[src/rtl/cu_mod0_1.sv]
// cu_mod0_1: control unit for FFT stage 0_1.
// Tracks the sample index within a BLK-sample frame, raises the butterfly
// enable for the upper half of every 2*DLY group, and replays DLY flush
// cycles after the last sample so each frame yields exactly BLK output valids.
// Optional feature: define CU_MOD0_1_ERR_EN to build the protocol-error
// detector driving err_proto; otherwise err_proto is tied low.
module cu_mod0_1 #(
  parameter int unsigned DLY = 8,
  parameter int unsigned BLK = 64
) (
  input  logic clk,
  input  logic rstn,
  input  logic alert_mod01,
  input  logic valid_fac8_0,
  output logic bf_en,
  output logic valid_fac8_1,
  output logic alert_mod02,
  output logic err_proto
);

  localparam int unsigned CntW   = $clog2(BLK);
  localparam int unsigned FcW    = $clog2(DLY);
  localparam int unsigned DlyBit = $clog2(DLY);

  localparam logic [CntW-1:0] CntLast = CntW'(BLK - 1);
  localparam logic [CntW-1:0] CntDly  = CntW'(DLY);
  localparam logic [FcW-1:0]  FcLast  = FcW'(DLY - 1);

  typedef enum logic [1:0] {StIdle, StRun, StFlush} state_e;

  state_e          r_state, w_state_nxt;
  logic [CntW-1:0] r_cnt, w_cnt_nxt;
  logic [FcW-1:0]  r_fcnt, w_fcnt_nxt;
  logic            r_bf_en, r_vld, r_alert2;

  logic            w_accept;
  logic [CntW-1:0] w_idx;
  logic            w_bf_nxt, w_vld_nxt, w_alert2_nxt;

  // A new frame may start from any state; its first sample is index 0.
  assign w_accept = valid_fac8_0 && ((r_state == StRun) || alert_mod01);
  assign w_idx    = alert_mod01 ? '0 : r_cnt;

  // Next-state logic: frame start overrides everything, abandoning any flush.
  always_comb begin
    w_state_nxt = r_state;
    w_cnt_nxt   = r_cnt;
    w_fcnt_nxt  = r_fcnt;
    if (alert_mod01) begin
      w_state_nxt = StRun;
      w_cnt_nxt   = w_accept ? CntW'(1) : '0;
      w_fcnt_nxt  = '0;
    end else begin
      case (r_state)
        StRun: begin
          if (w_accept) begin
            // Index wraps to 0 after the last sample since BLK is a power of two.
            w_cnt_nxt = r_cnt + CntW'(1);
            if (r_cnt == CntLast) begin
              w_state_nxt = StFlush;
              w_fcnt_nxt  = '0;
            end
          end
        end
        StFlush: begin
          if (r_fcnt == FcLast) begin
            w_state_nxt = StIdle;
            w_fcnt_nxt  = '0;
          end else begin
            w_fcnt_nxt = r_fcnt + FcW'(1);
          end
        end
        StIdle: begin
          w_state_nxt = StIdle;
        end
        default: begin
          w_state_nxt = StIdle;
          w_cnt_nxt   = '0;
          w_fcnt_nxt  = '0;
        end
      endcase
    end
  end

  // Output decode for the registered outputs; flush valids stop on a new frame.
  always_comb begin
    w_bf_nxt     = w_accept && w_idx[DlyBit];
    w_vld_nxt    = w_accept ? (w_idx >= CntDly) : ((r_state == StFlush) && !alert_mod01);
    w_alert2_nxt = w_accept && (w_idx == CntDly);
  end

  // State, counters and registered outputs.
  always_ff @(posedge clk or negedge rstn) begin
    if (!rstn) begin
      r_state  <= StIdle;
      r_cnt    <= '0;
      r_fcnt   <= '0;
      r_bf_en  <= 1'b0;
      r_vld    <= 1'b0;
      r_alert2 <= 1'b0;
    end else begin
      r_state  <= w_state_nxt;
      r_cnt    <= w_cnt_nxt;
      r_fcnt   <= w_fcnt_nxt;
      r_bf_en  <= w_bf_nxt;
      r_vld    <= w_vld_nxt;
      r_alert2 <= w_alert2_nxt;
    end
  end

  assign bf_en        = r_bf_en;
  assign valid_fac8_1 = r_vld;
  assign alert_mod02  = r_alert2;

`ifdef CU_MOD0_1_ERR_EN
  logic r_err, w_err_nxt;

  // Error: frame start while busy, or a sample arriving outside RUN without a frame start.
  always_comb begin
    w_err_nxt = (alert_mod01 && (r_state != StIdle)) ||
                (valid_fac8_0 && !alert_mod01 && (r_state != StRun));
  end

  // Registered error pulse.
  always_ff @(posedge clk or negedge rstn) begin
    if (!rstn) begin
      r_err <= 1'b0;
    end else begin
      r_err <= w_err_nxt;
    end
  end

  assign err_proto = r_err;
`else
  assign err_proto = 1'b0;
`endif

endmodule

[config.mk]
export PLATFORM = sky130hd
export DESIGN_NAME = cu_mod0_1
export DESIGN_NICKNAME = d
export VERILOG_FILES = /design/src/rtl/cu_mod0_1.sv
export SDC_FILE = /design/constraint.sdc
export NUM_CORES = 1
export LEC_CHECK = 0
export ABC_AREA = 1
export CORE_MARGIN = 2
export CORE_UTILIZATION = 49
export DETAILED_ROUTE_END_ITERATION = 16
export GPL_TIMING_DRIVEN = 1
export PLACE_DENSITY_LB_ADDON = 0.1
export SYNTH_ARGS = -nofsm -noshare
export SYNTH_HDL_FRONTEND = slang
export SYNTH_SLANG_ARGS = --single-unit
[constraint.sdc]
create_clock -name clk -period 1.5 [get_ports clk]
set_clock_uncertainty 0.2 [all_clocks]
set_input_delay 0.3 -clock clk [delete_from_list [all_inputs] [get_ports clk]]
set_output_delay 0.3 -clock clk [all_outputs]
set_load 0.02 [all_outputs]
== After elaboration in Yosys (flattened, before gate mapping) ==
Cells that the tools add are included.

* Register bits after elaboration: 14
* Input bits: 4
* Output and inout port bits: 4
* Logic and storage cells: 46

* Add/sub/neg operators: 2
* Magnitude comparators: 1
* Equal/unequal tests: 10
* Muxes and demuxes: 16
* Reduce and logical (&&, ||, !) cells: 11

{| class="wikitable"
|+ Operators with widths
! operator !! number
|-
| $mux 6 || 3
|-
| $mux 3 || 4
|-
| $pmux 6 s2 || 1
|-
| $pmux 3 s3 || 1
|-
| $mux 2 || 4
|-
| $add 6x1->6 const B || 1
|-
| $eq 6x4->1 const B || 1
|-
| $eq 6x6->1 const B || 1
|-
| $ge 6x4->1 const B || 1
|-
| $ne 3x3->1 const B || 2
|-
| $reduce_and 3->1 || 2
|-
| $logic_and 1x1->1 || 4
|-
| $pmux 2 s2 || 1
|-
| $add 3x1->3 const B || 1
|-
| $eq 3x3->1 const B || 1
|-
| $ne 3x2->1 const B || 1
|-
| $eq 2x1->1 const B || 1
|-
| $eq 2x2->1 const B || 1
|-
| $logic_not 2->1 || 1
|-
| $mux 1 || 2
|-
| $ne 2x1->1 const B || 1
|-
| $ne 2x2->1 const B || 1
|-
| $reduce_and 2->1 || 1
|-
| $reduce_or 2->1 || 1
|-
| other kinds (2) || 2
|}

== Logic depth before layout (Yosys ltp) ==
Gate-level depths: netlist (run 1).

* Depth in word-level cells: 6
* Gate-level depth with buffers: 6
* Mapped depth without buffers: 6

== Least setup slack after synthesis (run 1) ==
OpenSTA, ideal clock, no wires.

* Kind: register to register
* Start: reg r_cnt[1]
* End: reg r_fcnt[0]
* Library setup time: 0.124 ns
* Data arrival time: 0.986 ns
* Required time: 1.176 ns
* Slack: 0.190 ns
* Stages on the path, launching flop included: 7
* Path buffers: 0
* Path through: dfrtp_1 ha_1 nand3_1 nor2_1 nand2_1 nand3_1 o31ai_1

* Word-level cells in the longest chain between the ends: 3

{| class="wikitable"
|+ RTL lines
! what !! line !! RTL
|-
| start: declaration || 32 || <nowiki>logic [CntW-1:0] r_cnt, w_cnt_nxt;</nowiki>
|-
| start signal: assignment || 103 || <nowiki>r_cnt <= w_cnt_nxt;</nowiki>
|-
| $eq 6x6->1 || 59 || <nowiki>if (r_cnt == CntLast) begin</nowiki>
|-
| $ne 3x2->1 (no line) || n/a ||
|-
| $reduce_and 3->1 (no line) || n/a ||
|-
| end signal: assignment || 104 || <nowiki>r_fcnt <= w_fcnt_nxt;</nowiki>
|-
| end: declaration || 33 || <nowiki>logic [FcW-1:0] r_fcnt, w_fcnt_nxt;</nowiki>
|}

No other way between the ends.
A chain may end at the register's enable or synchronous reset.

== Worst setup path after layout (run 1) ==
* Start: reg r_alert2, in the netlist alert_mod02
* End: out alert_mod02

{| class="wikitable"
|+ RTL lines
! what !! line !! RTL
|-
| start: declaration || 34 || <nowiki>logic r_bf_en, r_vld, r_alert2;</nowiki>
|-
| start signal: assignment || 107 || <nowiki>r_alert2 <= w_alert2_nxt;</nowiki>
|-
| end: declaration || 17 || <nowiki>output logic alert_mod02,</nowiki>
|}

No word-level cell between the ends.

==> summary.md, run 1 <==
| Metric | Value |
|---|---|
| First-pass GRT wire length | `2.484 mm` |
| Count of final setup violators | `0` |
| H-tree level count | `1` |
| Net Count, Synth | `96` |
| Worst R2R Setup Slack | `0.13 ns` |
| Max Freq | `0.6862 GHz` |
| CP required | `1.00 ns` |
| DRT antenna net count | `0` |
| Pin count of the biggest net entering global routing | `15` |
| Gr usage total | `18.04%` |
| Design area | `943.4 um^2` |
| I/O Buffers | `6` |
| Post-synthesis cell area | `739.5 um^2` |
| Worst skew pair latency | `0.28 ns` |
| DP HPWL | `1.108 mm` |
| Vias in the first global route | `604` |
| Sequential share of the synthesized area | `47.38%` |
| Synth unique cells | `24` |
| Area share of the leading cell type in the synthesized netlist | `47.38%` |
| Synth Flop Type | `dfrtp_1` |
| Seq cells post-synth | `14` |
| Max Cap Violations | `0` |
| Post-Synthesis Cells | `89` |
| First drt pass iteration count | `5` |
| Drt drc | `0` |
| Final wirelength | `1.438 mm` |
| Worst Hold Class | `in2async` |
| Critical Path AT | `0.96 ns` |
| Clk pin slew, worst setup/hold paths | `0.09 ns` |
| Critical path's top delay family | `flip-flops` |
| Synth area leaders | `dfrtp_1 47%, nand2_1 9.6%, nand3_1 5.4%` |
| Worst setup SP type | `flop` |
| CP cell instances | `dlygate4sd2_1` |
| Worst vdd ir | `527.0 uV` |
| Overall power | `835.5 uW` |
| Pwr dens | `885.6 nW/um^2` |
| Leak | `0.0005133 uW` |
| Switching Fraction | `27.13%` |
| Die W | `42.85 um` |
| RePlAce Congestion | `0.8854` |
| Reg power frac | `49.6%` |
| Worst path depth | `1` |
| # clock sinks | `14` |
| Avg WL per Cell | `11.69 um` |
| Post-synth ARST share | `100.0%` |
| Initial antenna violation count | `0` |
| Slew Limit Fails | `0` |
| Overflow after GRT | `0` |
| Period utilization | `97.15%` |
| Via density | `5.203` |
| Commonest cells in the netlist | `19 x nand2_1, 14 x dfrtp_1, 10 x inv_1` |
| Top cell type by total area after synthesis | `dfrtp_1` |
| Num CTS Buffers | `3` |
| Post-Synth XOR/XNOR Area | `1.184%` |
| Top-count cell post-synth | `nand2_1` |
| Cts hold-fix bufs | `0` |
| # rows | `14` |
| DR iter-0 viols | `9` |
| EDFF count, synth | `0` |
| Fin nets | `115` |
| Minimum clock period | `1.457 ns` |
| FILL cells | `129` |
| Status | `finished, final reports clean` |
| RSZ-0062 raised after global routing | `false` |
| R2R cell count | `5` |
| CTS root buf | `clkbuf_4` |
| P_sw | `226.7 uW` |
| CTS tree | `built` |
| Starting Density | `50.86%` |
| Worst-path fanout max | `1` |
| Slowest cell on crit path | `dfrtp_1` |
| RR Startpoint | `r_state[1]$_DFFE_PN0P_` |
| Number of synthesis warnings | `0` |
| WS Path Type | `reg2out` |
| Avg Cell Area, Syn | `8.309 um^2` |
| Clock buffer depth | `2` |
| Pint | `608.8 uW` |
| Post-Synth Adder-Cell Area | `5.076%` |
| Mux contribution to synthesized area | `0%` |
| CP Capture Type | `output pin` |
| # diodes | `0` |
| Buf+Inv Stages, Crit Path | `1` |
| Critical Path Max Stage Delay | `0.36 ns` |
| Gate power share | `17.8%` |
| Area delta synth->final | `27.58%` |
| Largest family of logic cells by synthesized area | `simple AND/OR/NAND/NOR gates` |
| Post-synthesis simple-gate area fraction | `28.93%` |
| Core area | `1454 um^2` |
| DIE AREA | `1836 um^2` |
| Hold Fails Final Rpt | `0` |
| Routed via count | `640` |
| Share of layout cells above drive strength 1 | `24.30%` |
| DIE HEIGHT | `42.85 um` |
| Placed instance area | `872.1 um^2` |
| Synth Area in Compound Gates | `9.814%` |
| I/O pins | `8` |
| Clock power share | `32.6%` |
| RR Endpoint | `r_cnt[3]$_DFFE_PN0P_` |
[repair_timing]
action / in CTS / in global routing
setup buffers: 0 / 1
pin swaps: 0 / 2
gates resized for setup: 3 / 7
setup endpoints to repair: 3 / 10
[state kept, by name, indices dropped and copies added (netlist names)]
signal / count
r_state: 2
alert_mod02: 1
bf_en: 1
r_fcnt: 3
r_cnt: 6
valid_fac8_1: 1
[layout by cell type, fill, tap and decap left out, drive strengths merged, types with 2 or more instances in the layout]
cell	instances
clkdlybuf4s50	2
nor2	12
buf	9
clkbuf	4
ha	3
nand3	9
dfrtp	14
dlygate4sd2	2
o21ai	6
nand2	22
inv	12
a21oi	2
[power groups by stage]
| stage | combinational, uW | sequential (uW) | clock, uW |
|---|---|---|---|
| 2_1_floorplan | 76.1 | 418 | 0 |
| 3_3_place_gp | 133 | 418 | 0 |
| 3_5_place_dp | 134 | 418 | 0 |
| 4_1_cts | 135 | 411 | 280 |
| 5_1_grt | 168 | 417 | 296 |
| 6_report | 149 | 415 | 272 |
[metal layers]
metal,up-vias,part of all wire [%],global-route usage [%]
met2,15,50,27.88
met1,300,44,23.29
met3,2,4.9,5.106
met4,0,0.70,8.125
li1,323,-,-
met5,-,0,0
[worst max-delay path by stage]
stage / startpoint / end
floorplan: r_cnt[1]$_DFFE_PN0P_ / r_fcnt[0]$_DFFE_PN0P_
global placement: alert_mod01 / r_state[1]$_DFFE_PN0P_
detailed placement: alert_mod01 / r_fcnt[1]$_DFFE_PN0P_
CTS: valid_fac8_1$_DFF_PN0_ / valid_fac8_1
global route: alert_mod02$_DFF_PN0_ / alert_mod02
finish: alert_mod02$_DFF_PN0_ / alert_mod02
[cell type report]
cell class	instances	area [um^2]	area share [%]
Clock buffer	4	36.28	3.846
Inverter	12	45.04	4.775
Multi-Input combinational cell	62	364.1	38.59
Sequential cell	14	350.3	37.14
Tap cell	16	20.02	2.122
Timing Repair Buffer	15	127.6	13.53
[cell families after synthesis]
logic type	Yosys count
AO/OA/AOI/OAI	12
XOR/XNOR	1
adder cells (fa/ha/maj)	3
buffers and inverters	13
flip-flops	14
other	1
AND/OR/NAND/NOR	45
[metrics by stage]
step	utilization [%]	hold slack (ns)	instances	TNS, ns	setup slack [ns]
finish	64.89	0.1133	123	0	0.04280
global route	64.89	0.1148	123	0	0.008482
CTS	62.22	0.1191	122	0	0.01975
detailed placement	59.98	0.2880	118	-2.588	-0.2481
global placement	59.98	0.2863	118	-2.442	-0.2389
floorplan	-	-0.1956	89	0	0.1904
[worst reg2reg max path, stage by stage (launching register included)]
cell and delay (ns):
dfrtp_1 0.43, nor2_4 0.24, nand2_2 0.10, nand3_2 0.09, xor2_1 0.15, nor2_1 0.05
Power figures use the tool's default switching activity.
==> run 2, diff against run 1 <==
- CORE_UTILIZATION: 49 -> 47
- clock period: 1.5 -> 1.23 ns (I/O delays scaled with it)
==> summary.md, run 2 (synthesis results as in run 1) <==
| Metric | Value |
|---|---|
| Status | `finished, violations left (was finished, final reports clean)` |
| Violated checks | `negative setup slack` |
| Overall power | `1112 uW (was 835.5 uW)` |
| Avg WL per Cell | `12.90 um (was 11.69 um)` |
| Final wirelength | `1.742 mm (was 1.438 mm)` |
| DRT antenna net count | `0 (unchanged)` |
| DP Worst Slack | `-0.4974 ns (was -0.2481 ns)` |
| First drt pass iteration count | `4 (was 5)` |
| Clock buffer depth | `2 (unchanged)` |
| Starting Density | `49.66% (was 50.86%)` |
| Period utilization | `110.3%` |
| CP cell instances | `nor2_4 -> buf_6 -> buf_6 -> nand3_4 -> nor3_2 (was dlygate4sd2_1)` |
| Final setup margin | `-0.1263 ns (was 0.04280 ns)` |
| Die W | `43.67 um (was 42.85 um)` |
| CTS root buf | `clkbuf_4 (unchanged)` |
| Clk pin slew, worst setup/hold paths | `0.08 ns (was 0.09 ns)` |
| FILL cells | `93 (was 129)` |
| Initial antenna violation count | `0 (unchanged)` |
| Core area | `1489 um^2 (was 1454 um^2)` |
| Worst Hold Class | `in2async (unchanged)` |
| Fin nets | `127 (was 115)` |
| Worst vdd ir | `619.2 uV (was 527.0 uV)` |
| CP Capture Type | `flop (was output pin)` |
| # rows | `14 (unchanged)` |
| Most frequent cells in the layout | `14 x nand2_1, 14 x dfrtp_1, 14 x buf_4, 9 x buf_6, 8 x inv_1 (was 19 x nand2_1, 14 x dfrtp_1, 10 x inv_1, 9 x buf_4)` |
| Cts hold-fix bufs | `0 (unchanged)` |
| RePlAce Congestion | `0.8344 (was 0.8854)` |
| I/O Buffers | `6 (unchanged)` |
| # diodes | `0 (unchanged)` |
| Reg with most FFs | `r_cnt (unchanged)` |
| I/O pins | `8 (unchanged)` |
| DR iter-0 viols | `7 (was 9)` |
| Drt drc | `0 (unchanged)` |
| Count of final setup violators | `14 (was 0)` |
| Max reg flops | `6 (unchanged)` |
| Critical Path AT | `1.36 ns (was 0.96 ns)` |
| RSZ-0062 raised after global routing | `true (was false)` |
| # clock sinks | `14 (unchanged)` |
| Hold Fails Final Rpt | `0 (unchanged)` |
| Minimum clock period | `1.356 ns` |
| Worst skew pair latency | `0.28 ns (about the same)` |
| Pin count of the biggest net entering global routing | `15 (unchanged)` |
| First-pass GRT wire length | `2.987 mm (was 2.484 mm)` |
| Util after Layout | `77.56% (was 64.89%)` |
| Overflow after GRT | `0 (unchanged)` |
| Worst setup SP type | `flop (unchanged)` |
| Max Freq | `0.7373 GHz` |
| Sequential cell area | `350.3 um^2 (unchanged)` |
| Leak | `0.0006134 uW (was 0.0005133 uW)` |
| Area delta synth->final | `56.18% (was 27.58%)` |
| CP required | `1.24 ns (was 1.00 ns)` |
| H-tree level count | `1 (unchanged)` |
| DIE HEIGHT | `43.67 um (was 42.85 um)` |
| Top Registers | `r_cnt (6), r_fcnt (3), r_state (2) (unchanged)` |
| Routed via count | `675 (was 640)` |
| CTS tree | `built (unchanged)` |
| Most used cell, CP | `buf_6` |
| Gr usage total | `21.35% (was 18.04%)` |
| Share of layout cells above drive strength 1 | `48.74% (was 24.30%)` |
| Slew Limit Fails | `0 (unchanged)` |
| Via density | `5.000 (was 5.203)` |
| DP HPWL | `1.206 mm (was 1.108 mm)` |
| Vias in the first global route | `724 (was 604)` |
| Slowest cell on crit path | `dfrtp_1 (unchanged)` |
| Critical Path Max Stage Delay | `0.42 ns (was 0.36 ns)` |
| Multi-input combinational cell area | `445.4 um^2 (was 364.1 um^2)` |
| WHS | `0.1043 ns (was 0.1133 ns)` |
| Max Cap Violations | `0 (unchanged)` |
| WS Path Type | `reg2reg (was reg2out)` |
| Num CTS Buffers | `3 (unchanged)` |
| DIE AREA | `1907 um^2 (was 1836 um^2)` |
| Worst-path fanout max | `5 (was 1)` |
| Pwr dens | `962.8 nW/um^2 (was 885.6 nW/um^2)` |
run 2: changes by cell type in the layout (fill, tap and decap cells not counted), moves of 3 or more:
| cell | change |
|---|---|
| nand2_1 | -5 |
| buf_4 | +5 |
| buf_6 | +9 |
| nand3_1 | -4 |
| nand2_2 | +3 |
run 2: metrics by stage:
step | setup TNS (ns) | cell area (um^2) | cells
after global routing | -2.501 | 1155 | 135
after CTS | -0.9472 | 1072 | 132
final | -1.248 | 1155 | 135
after global placement | -5.740 | 954.7 | 126
after detailed placement | -6.212 | 954.7 | 126
after floorplan | -0.3184 | 749.5 | 89
run 2: repair_timing:
action	CTS	global route
pin swaps	10	12
buffers inserted	2	4
resized for setup	33	18
endpoints found under the setup margin	16	16
run 2: path summary, 6_finish.rpt:
check                      slack, ns  depth (start not counted)                endpoint              startpoint
max                            -0.13                          5   alert_mod02$_DFF_PN0_  r_state[1]$_DFFE_PN0P_
min                             0.10                          2   r_fcnt[0]$_DFFE_PN0P_                    rstn
max reg2reg                    -0.13                          5   alert_mod02$_DFF_PN0_  r_state[1]$_DFFE_PN0P_
min reg2reg                     0.33                          2   r_fcnt[1]$_DFFE_PN0P_   r_fcnt[1]$_DFFE_PN0P_
max in group asynchronous       0.61                          2         bf_en$_DFF_PN0_                    rstn
min in group clk                0.26                          5  r_state[0]$_DFFE_PN0P_            valid_fac8_0
run 2: where the power goes:
group          switching, uW  leakage, uW  internal, uW
sequential              25.7     0.000189           481
combinational            135     0.000403           145
clock                    144    0.0000210           180
total                    305     0.000613           807
run 2: area by class of cell:
type	instances	area share (%)
multi-input cells	62	38.57
inverters	12	3.900
clock buffers	4	3.142
repair buffers	27	22.32
flip-flops and latches	14	30.34
well taps	16	1.733
run 2: worst max-delay path, delay by kind of cell (launching register included):
kind | cells | cell delay, ns
simple gates | 3 | 0.45
flops | 1 | 0.42
buf+inv | 2 | 0.22
run 2: routing by layer:
layer	up-vias	routed length [um]	GRT usage, %
met5	-	0	0
met4	0	21	9.091
met3	3	76	4.583
met2	14	916	36.18
met1	310	728	26.08
li1	348	-	-
==> run 3, diff against run 2 <==
- PLACE_DENSITY: unset -> 0.72
- PLACE_DENSITY_LB_ADDON: 0.1 -> unset
==> summary.md, run 3 (synthesis results as in run 1) <==
| Metric | Value |
|---|---|
| Status | `finished, violations left (unchanged)` |
| Violated checks | `negative setup slack (unchanged)` |
| DP Worst Slack | `-0.4631 ns (was -0.4974 ns)` |
| Pwr dens | `915.6 nW/um^2 (was 962.8 nW/um^2)` |
| CTS tree | `built (unchanged)` |
| R2R cell count | `6 (was 5)` |
| Count of final setup violators | `13 (was 14)` |
| Design area | `1161 um^2 (was 1155 um^2)` |
| First-pass GRT wire length | `3.042 mm (was 2.987 mm)` |
| DIE AREA | `1907 um^2 (unchanged)` |
| First drt pass iteration count | `4 (unchanged)` |
| Pin count of the biggest net entering global routing | `15 (unchanged)` |
| Starting Density | `49.66% (unchanged)` |
| CP required | `1.20 ns (was 1.24 ns)` |
| Placed instance area | `947.2 um^2 (was 954.7 um^2)` |
| Gr usage total | `21.71% (was 21.35%)` |
| Period utilization | `113.5% (was 110.3%)` |
| # rows | `14 (unchanged)` |
| Worst setup SP type | `flop (unchanged)` |
| Routed via count | `684 (was 675)` |
| DP HPWL | `1.184 mm (was 1.206 mm)` |
| Setup TNS | `-1.355 ns (was -1.248 ns)` |
| Worst vdd ir | `815.5 uV (was 619.2 uV)` |
| Buf+Inv Stages, Crit Path | `1 (was 2)` |
| RR Endpoint | `r_cnt[4]$_DFFE_PN0P_ (was alert_mod02$_DFF_PN0_)` |
| Hold Fails Final Rpt | `0 (unchanged)` |
| Worst skew pair latency | `0.28 ns (about the same)` |
| Top Registers | `r_cnt (6), r_fcnt (3), r_state (2) (unchanged)` |
| Num CTS Buffers | `3 (unchanged)` |
| Worst-path fanout max | `6 (was 5)` |
| I/O pins | `8 (unchanged)` |
| Via density | `5.104 (was 5.000)` |
| Slowest cell on crit path | `dfrtp_1 (unchanged)` |
| Most frequent cells in the layout | `15 x buf_4, 14 x dfrtp_1, 12 x nand2_1, 8 x buf_6, 7 x inv_1 (was 14 x nand2_1, 14 x dfrtp_1, 14 x buf_4, 9 x buf_6, 8 x inv_1)` |
| I/O Buffers | `6 (unchanged)` |
| RSZ-0062 raised after global routing | `true (unchanged)` |
| Worst Hold Class | `in2async (unchanged)` |
| Critical path's top delay family | `simple AND/OR/NAND/NOR gates (unchanged)` |
| Clock buffer depth | `2 (unchanged)` |
| Overall power | `1063 uW (was 1112 uW)` |
| Drt drc | `0 (unchanged)` |
| DIE HEIGHT | `43.67 um (unchanged)` |
| Max Freq | `0.7162 GHz (was 0.7373 GHz)` |
| H-tree level count | `1 (unchanged)` |
| RePlAce Congestion | `0.8643 (was 0.8344)` |
| Critical Path AT | `1.36 ns (about the same)` |
| Avg WL per Cell | `13.72 um (was 12.90 um)` |
| CP Capture Type | `flop (unchanged)` |
| Core area | `1489 um^2 (unchanged)` |
| Final wirelength | `1.838 mm (was 1.742 mm)` |
| Leading cell type in the layout, fill and taps excluded | `buf_4` |
| RR Startpoint | `r_state[1]$_DFFE_PN0P_ (unchanged)` |
| Die W | `43.67 um (unchanged)` |
| Final setup margin | `-0.1662 ns (was -0.1263 ns)` |
| Initial antenna violation count | `0 (unchanged)` |
| CTS root buf | `clkbuf_4 (unchanged)` |
| # diodes | `0 (unchanged)` |
| WS Path Type | `reg2reg (unchanged)` |
| DRT antenna net count | `0 (unchanged)` |
| Overflow after GRT | `0 (unchanged)` |
| Slew Limit Fails | `0 (unchanged)` |
| CP cell instances | `nor2_4 -> nand2_2 -> nand2_4 -> nor2_4 -> o21ai_2 -> inv_1 (was nor2_4 -> buf_6 -> buf_6 -> nand3_4 -> nor3_2)` |
| Area delta synth->final | `57.02% (was 56.18%)` |
| # clock sinks | `14 (unchanged)` |
| Fin nets | `127 (unchanged)` |
| Max Cap Violations | `0 (unchanged)` |
| WHS | `0.08238 ns (was 0.1043 ns)` |
| Reg with most FFs | `r_cnt (unchanged)` |
| Vias in the first global route | `688 (was 724)` |
| Leak | `0.0005948 uW (was 0.0006134 uW)` |
| Minimum clock period | `1.396 ns (was 1.356 ns)` |
| DR iter-0 viols | `16 (was 7)` |
| Critical Path Max Stage Delay | `0.42 ns (about the same)` |
| Clk pin slew, worst setup/hold paths | `0.08 ns (about the same)` |
| Worst R2R Setup Slack | `-0.17 ns (was -0.13 ns)` |
| Most used cell, CP | `nor2_4 (was buf_6)` |
| Share of layout cells above drive strength 1 | `53.39% (was 48.74%)` |
| Max reg flops | `6 (unchanged)` |
-- run 3: cell types whose count changed in the layout (fill, tap and decap cells not counted), moves of 2 or more --
cell	previous run	this run
nand3_2	3	6
nand2_1	14	12
nand2_4	2	4
nand3_1	4	2
o21ai_1	4	2
o21ai_2	0	2
-- run 3: final cells by class --
| class | count | area [um^2] |
|---|---|---|
| well taps | 16 | 20.02 |
| clock buffers | 3 | 22.52 |
| fillers | 100 | 327.8 |
| repair buffers | 27 | 250.2 |
| multi-input cells | 62 | 470.5 |
| flip-flops and latches | 14 | 350.3 |
| inverters | 12 | 47.55 |
-- run 3: how the worst max path moves through the flow --
stage | startpoint | endpoint | slack [ns] | cells after the start
4_1_cts | r_state[1]$_DFFE_PN0P_ | r_state[1]$_DFFE_PN0P_ | -0.08 | 5
3_3_place_gp | alert_mod01 | r_cnt[4]$_DFFE_PN0P_ | -0.44 | 7
6_report | r_state[1]$_DFFE_PN0P_ | r_cnt[4]$_DFFE_PN0P_ | -0.17 | 6
2_1_floorplan | r_cnt[1]$_DFFE_PN0P_ | r_fcnt[0]$_DFFE_PN0P_ | -0.07 | 6
5_1_grt | r_state[1]$_DFFE_PN0P_ | r_cnt[4]$_DFFE_PN0P_ | -0.21 | 6
3_5_place_dp | alert_mod01 | r_cnt[4]$_DFFE_PN0P_ | -0.46 | 7
-- run 3: stage by stage --
step | std cells | util, %
after floorplan | 89 | -
final | 134 | 77.98
after global routing | 134 | 77.98
after global placement | 125 | 63.61
after detailed placement | 125 | 63.61
after CTS | 131 | 71.18
-- run 3: power by group --
group          total, uW  switching, uW  internal, uW
combinational        298            152           147
sequential           507           26.1           481
clock                257            144           114
-- run 3: repair_timing --
action | 4_1_cts | 5_1_grt
endpoints found under the setup margin | 16 | 17
resized for setup | 35 | 23
hold buffers | 0 | 0
pin swaps | 16 | 13
hold endpoints to repair | 0 | 0
setup buffers | 3 | 3
-- run 3: layer usage --
metal | vias up | wire length [um] | share of wire (%) | track usage (%)
li1 | 343 | - | - | -
met1 | 327 | 804 | 44 | 26.60
met2 | 10 | 958 | 52 | 36.76
met3 | 4 | 41 | 2.2 | 4.167
met4 | 0 | 34 | 1.8 | 9.697
met5 | - | 0 | 0 | 0
